--- src/rtl/lcd_camera_sequencer.sv ---
// lcd_camera_sequencer
// Power-up / reload sequencer for the LCD + camera component.
//  - FSM: LCD config start, SDRAM FIFO load release, staged unit enables
//    separated by a programmable delay, and a reload path driven by Nios.
//  - VSync-synchronised shadow register for the filter configuration.
//  - Active-window pixel read-enable generator.
//
// Handshake note: Config_update is a one-cycle valid qualifying Config_out.
// There is no ready; the filter pipe must take the new value in that cycle.
// Config_out itself holds its value until the next VSync falling edge.
//
// State codes (visible on State for Nios and for checkers):
//   0 RESET, 1 CFG_WAIT, 2 STAGE_WAIT, 3 STAGE_NEXT, 4 RUN, 5 RELOAD.
//   Codes 6 and 7 are unreachable and recover to RESET.

module lcd_camera_sequencer #(
  parameter int NUM_STAGES = 2,
  parameter int DELAY_W    = 20,
  parameter int CFG_W      = 32,
  parameter int H_W        = 11,
  parameter int V_W        = 10,
  parameter int H_START    = 216,
  parameter int H_ACTIVE   = 640,
  parameter int V_START    = 35,
  parameter int V_ACTIVE   = 480
) (
  input  logic                  Clock,
  input  logic                  Resetn,
  output logic                  Config_start,
  input  logic                  Config_done,
  output logic [NUM_STAGES-1:0] Stage_enable,
  output logic                  RD_Load,
  output logic                  WR_Load,
  input  logic [2:0]            Reload_req,
  output logic [2:0]            State,
  input  logic [DELAY_W-1:0]    Delay_limit,
  input  logic                  VSync,
  input  logic [CFG_W-1:0]      Config_in,
  output logic [CFG_W-1:0]      Config_out,
  output logic                  Config_update,
  input  logic [H_W-1:0]        H_Count,
  input  logic [V_W-1:0]        V_Count,
  input  logic                  Clock_en,
  output logic                  Read_en
);

  // ---------------------------------------------------------------------
  // State encoding
  // ---------------------------------------------------------------------
  localparam logic [2:0] ST_RESET      = 3'd0;
  localparam logic [2:0] ST_CFG_WAIT   = 3'd1;
  localparam logic [2:0] ST_STAGE_WAIT = 3'd2;
  localparam logic [2:0] ST_STAGE_NEXT = 3'd3;
  localparam logic [2:0] ST_RUN        = 3'd4;
  localparam logic [2:0] ST_RELOAD     = 3'd5;

  localparam int              IDX_W    = (NUM_STAGES > 1) ? $clog2(NUM_STAGES) : 1;
  localparam logic [IDX_W-1:0] LAST_IDX = IDX_W'(NUM_STAGES - 1);

  // Active window bounds, evaluated at counter width (unsigned, exclusive).
  localparam logic [H_W-1:0] H_LO = H_W'(H_START - 2);
  localparam logic [H_W-1:0] H_HI = H_W'(H_START - 1 + H_ACTIVE);
  localparam logic [V_W-1:0] V_LO = V_W'(V_START - 2);
  localparam logic [V_W-1:0] V_HI = V_W'(V_START - 1 + V_ACTIVE);

  // ---------------------------------------------------------------------
  // Internal state
  // ---------------------------------------------------------------------
  logic [DELAY_W-1:0]    delay_cnt;
  logic [IDX_W-1:0]      stage_idx;
  logic [1:0]            vsync_hist;
  logic                  delay_reached;
  logic [NUM_STAGES-1:0] stage_bit;
  logic                  in_window;

  // Delay phase ends once the counter meets the threshold. Using >= means a
  // threshold lowered mid-wait ends the wait on the next cycle instead of
  // letting the counter run all the way round.
  always_comb begin
    delay_reached = (delay_cnt >= Delay_limit);
    stage_bit     = NUM_STAGES'(1) << stage_idx;
  end

  // Pixel lies strictly inside the active window (both axes).
  always_comb begin
    in_window = (H_Count > H_LO) && (H_Count < H_HI) &&
                (V_Count > V_LO) && (V_Count < V_HI);
  end

  // Sequencer FSM: config start, FIFO load release, staged enables, reload.
  always_ff @(posedge Clock or negedge Resetn) begin
    if (!Resetn) begin
      State        <= ST_RESET;
      Config_start <= 1'b0;
      Stage_enable <= '0;
      RD_Load      <= 1'b1;
      WR_Load      <= 1'b1;
      delay_cnt    <= '0;
      stage_idx    <= '0;
    end else begin
      case (State)
        ST_RESET: begin
          Config_start <= 1'b1;
          State        <= ST_CFG_WAIT;
        end

        ST_CFG_WAIT: begin
          Config_start <= 1'b0;
          // Config_start must already be low so a stale Config_done from a
          // previous run cannot be taken as completion of this start pulse.
          if (Config_done && !Config_start) begin
            RD_Load   <= 1'b0;
            WR_Load   <= 1'b0;
            delay_cnt <= '0;
            stage_idx <= '0;
            State     <= ST_STAGE_WAIT;
          end
        end

        ST_STAGE_WAIT, ST_STAGE_NEXT: begin
          if (delay_reached) begin
            Stage_enable <= Stage_enable | stage_bit;
            delay_cnt    <= '0;
            if (stage_idx == LAST_IDX) begin
              State <= ST_RUN;
            end else begin
              stage_idx <= stage_idx + IDX_W'(1);
              State     <= ST_STAGE_NEXT;
            end
          end else begin
            delay_cnt <= delay_cnt + DELAY_W'(1);
          end
        end

        ST_RUN: begin
          if (Reload_req[2]) begin
            Stage_enable <= '0;
            RD_Load      <= Reload_req[0];
            WR_Load      <= Reload_req[1];
            delay_cnt    <= '0;
            State        <= ST_RELOAD;
          end
        end

        ST_RELOAD: begin
          // Count out the settle delay, then hold the counter until Nios
          // withdraws the request. Config_done is still high, so CFG_WAIT
          // exits straight away without a new config start.
          if (delay_reached) begin
            if (!Reload_req[2]) begin
              State <= ST_CFG_WAIT;
            end
          end else begin
            delay_cnt <= delay_cnt + DELAY_W'(1);
          end
        end

        default: begin
          State <= ST_RESET;
        end
      endcase
    end
  end

  // VSync shadow: reload Config_out only on a registered VSync falling edge.
  always_ff @(posedge Clock or negedge Resetn) begin
    if (!Resetn) begin
      vsync_hist    <= 2'b00;
      Config_out    <= '0;
      Config_update <= 1'b0;
    end else begin
      vsync_hist <= {vsync_hist[0], VSync};
      if (vsync_hist == 2'b10) begin
        Config_out    <= Config_in;
        Config_update <= 1'b1;
      end else begin
        Config_update <= 1'b0;
      end
    end
  end

  // Read request: only once the LCD stage is up, inside the active window,
  // and on the pixel-clock phase where Clock_en is low.
  always_ff @(posedge Clock or negedge Resetn) begin
    if (!Resetn) begin
      Read_en <= 1'b0;
    end else begin
      Read_en <= Stage_enable[NUM_STAGES-1] & in_window & ~Clock_en;
    end
  end

endmodule

--- config.mk ---
export PLATFORM = sky130hd
export DESIGN_NAME = lcd_camera_sequencer
export DESIGN_NICKNAME = d
export VERILOG_FILES = /design/src/rtl/lcd_camera_sequencer.sv
export SDC_FILE = /design/constraint.sdc
export NUM_CORES = 1
export LEC_CHECK = 0
export CAP_MARGIN = 20
export CELL_PAD_IN_SITES_DETAIL_PLACEMENT = 1
export CELL_PAD_IN_SITES_GLOBAL_PLACEMENT = 2
export CORE_MARGIN = 10
export CORE_UTILIZATION = 29
export CTS_BUF_LIST = sky130_fd_sc_hd__clkbuf_4 sky130_fd_sc_hd__clkbuf_8
export CTS_CLUSTER_SIZE = 25
export DETAILED_ROUTE_END_ITERATION = 8
export PLACE_DENSITY = 0.92
export SETUP_SLACK_MARGIN = 0.4
export SLEW_MARGIN = 5
export SYNTH_ARGS = -nofsm -noshare
export SYNTH_HDL_FRONTEND = slang
export SYNTH_SLANG_ARGS = --single-unit
--- constraint.sdc ---
create_clock -name Clock -period 3.45 [get_ports Clock]
set_input_delay 0.5175 -clock Clock [delete_from_list [all_inputs] [get_ports Clock]]
set_output_delay 0.5175 -clock Clock [all_outputs]
set_load 0.005 [all_outputs]
==> out/results.tsv <==
stage	metric	value	unit
die	Core Box Area	12500	um2
route	vias after detailed routing	3247	
worst_setup_path	critical path, cell by cell	clkdlybuf4s50_1 -> inv_1 -> ha_1 -> a21o_1 -> a221o_1 -> a221oi_4 -> buf_4 -> a31oi_1 -> a21oi_2 -> a221o_1	
synthesis	Syn Area/Cell	10.5	um2
sta	Slew Viols, Final	0	
flow_run	max_cap viols	0	
worst_setup_path	CP max FO	7	
worst_setup_path	arrival time worst endpoint	3.19	ns
cells_and_area	Fill cells	1445	
global_routing	All-Layer GR Usage	0.133	
route	via-per-instance ratio	4.94	
die	Cell Rows	41	
placement	IO Port Bufs	121	
route	ANT nets after route	0	
clocking	clk sinks	65	
placement	dpl hpwl	9610	um
clocking	Reg clk slew, reported paths	0.07	ns
worst_setup_path	Critical Path Start Type	input pin	
clocking	CTS tree	built	
clocking	hold_buf cts	0	
min_path	Hold Crit Class	input pin to async pin	
placement	RD Place Congestion	0.822	
clocking	Clock Latency Late Sink	0.35	ns
die	io pins	123	
synthesis	register area share after synthesis	0.444	
global_routing	largest net degree at the start of global routing	34	
worst_setup_path	crit path kind	input pin to flip-flop	
die	DIE AREA	17500	um2
sta	clock skew	0.0101	ns
route	initial drt markers	131	
route	drt first pass iters	4	
synthesis	syn nets	453	
placement	placed insts	640	
worst_setup_path	Crit path required time	3.72	ns
die	Chip Width	132	um
route	Residual DRC	0	
cells_and_area	final net count	582	
placement	Post-DP Area	5100	um2
cells_and_area	Synth-to-Final Area Change	45.9	%
synthesis	Post-Syn Instances	351	
synthesis	Synth Cell Area	3670	um2
sta	number of setup violations in the final report	0	
power	Lkg Pwr	2.29	nW
die	Starting Density	0.293	
global_routing	initial antenna violation count	0	
synthesis	Post-synth EDFFs	0	
global_routing	vias in the first global route	3589	
synthesis	yosys warns	0	
sta	fin crit period	2.92	ns
worst_setup_path	CP peak stage delay	0.46	ns
global_routing	total grt overflow	0	
worst_setup_path	Critical Path End Type	flip-flop	
cells_and_area	non-filler cells, final	657	
sta	Final Hold Fails	0	
power	maximum VDD drop	0.229	mV
die	Die Y-Extent	132	um
synthesis	synthesis-stage register bit count	65	
power	power density cells	479	nW/um2
clocking	H-Tree Level Count	3	
sta	unrepaired setup endpoints after global routing	false	
clocking	cts bufs inserted	9	
worst_setup_path	slowest stage cell on the critical path	clkdlybuf4s50_1	
route	drt total wl	11900	um
cells_and_area	Reg area	1630	um2
cells_and_area	Final Cell Area	5350	um2
cells_and_area	share of cells above drive strength 1	0.165	
synthesis	async set-reset flop share out of synthesis	1.00	
synthesis	ys flop type	dfrtp_1	
worst_setup_path	most frequent CP cell	a221o_1	
clocking	clk root buf	clkbuf_8	
global_routing	global-route wire length before repair	19000	um
sta	Tcrit/Tclk final	0.847	
sta	Tightest Pin Transition	0.636	ns
route	DR WL/cell	18.1	um
synthesis	Distinct cells, synth	54	
sta	setup TNS	0	ns
cells_and_area	Multi-input gate area	1890	um2
sta	Relative slew margins	0.571	
sta	f_max	342	MHz
run_status	result of the run	completed	
cells_and_area	n_diodes	0	
clocking	clock buffer depth	2	
final timing paths:
path,depth (start not counted),start,end,slack (ns)
max,10,Delay_limit[2],delay_cnt[5],0.53
min,1,Resetn,Config_out[14],0.15
max reg2reg,8,delay_cnt[15],delay_cnt[5],0.72
min reg2reg,0,vsync_hist[0],vsync_hist[1],0.39
max in group asynchronous,2,Resetn,Config_out[2],2.59
min in group Clock,0,vsync_hist[0],vsync_hist[1],0.39
final cells by class:
cell class              count  area share
clock buffers              11      0.0283
repair buffers            131       0.239
inverters                  29      0.0203
flip-flops and latches     65       0.304
well taps                 172      0.0402
clock inverters             5      0.0145
multi-input cells         244       0.353
where the power goes:
group	internal, mW	leakage (nW)	total [mW]	switching [mW]
clock network	0.444	0.115	0.739	0.295
registers	0.894	0.808	1.00	0.110
logic	0.454	1.37	0.823	0.369
total	1.79	2.29	2.57	0.775
critical path, delay by kind of cell:
family	cells	cell delay [ns]
AO/OA/AOI/OAI	6	1.68
adder cells (fa/ha/maj)	1	0.30
buffers and inverters	3	0.70
per-stage QoR:
step / utilization / setup WS [ns] / power (mW) / hold WS [ns]
finish: 0.428 / 0.529 / 2.57 / 0.152
global route: 0.428 / 0.400 / 2.72 / 0.166
CTS: 0.426 / 0.462 / 2.61 / 0.163
detailed placement: 0.408 / 0.128 / 1.86 / 0.385
global placement: 0.408 / 0.194 / 1.81 / 0.380
floorplan: - / 0.814 / 1.39 / 0.222
synth_stat cells (all sizes together), types with 9 or more instances:
master / number / area share
a21oi: 24 / 0.034
and3: 9 / 0.015
clkbuf: 10 / 0.010
mux2: 33 / 0.10
inv: 29 / 0.030
ha: 21 / 0.072
nand4: 11 / 0.019
nand2: 17 / 0.017
dfrtp: 63 / 0.43
nor2: 14 / 0.014
nand3: 21 / 0.032
registers in the layout, summed over array words and instances (netlist names):
name / count
Config_out: 32
delay_cnt: 20
State: 3
Stage_enable: 2
vsync_hist: 2
Config_start: 1
Config_update: 1
RD_Load: 1
Read_en: 1
WR_Load: 1
stage_idx: 1
metal layers:
| metal | vias up | global-route usage | wire, um | part of all wire |
|---|---|---|---|---|
| met4 | 0 | 0.0422 | 199 | 0.017 |
| li1 | 1550 | - | - | - |
| met2 | 56 | 0.259 | 6840 | 0.58 |
| met5 | - | 0 | 0 | 0 |
| met1 | 1627 | 0.135 | 4470 | 0.38 |
| met3 | 14 | 0.0307 | 370 | 0.031 |
logic make-up after synthesis:
group,count (synthesis),synth area share
flops,65,0.444
xor+xnor,2,0.00478
fa+ha+maj,21,0.0716
simple gates,109,0.165
buf+inv,42,0.0454
compound gates,75,0.157
mux,37,0.112
placed cells by master (no fill, tap or decap), drive strengths merged, types with 4 or more instances in the layout:
cell type and n:
and2 4, a21oi 24, and3 9, dfrtp 63
nand4 11, a211o 5, nor3 8, a21o 4
a22o 4, nand3b 4, ha 21, mux2i 4
nand3 21, a221o 5, nor2b 7, nor2 14
inv 29, mux2 33, o21ai 8, a41oi 4
clkdlybuf4s50 120, clkbuf 11, nand2 17, o22ai 4
buf 11, nor4 5
repair_timing:
action | CTS | global route
buffers inserted | 0 | 1
resized for setup | 0 | 2
endpoints found under the setup margin | 0 | 5
No activity file was read; power rests on OpenSTA's default activity.
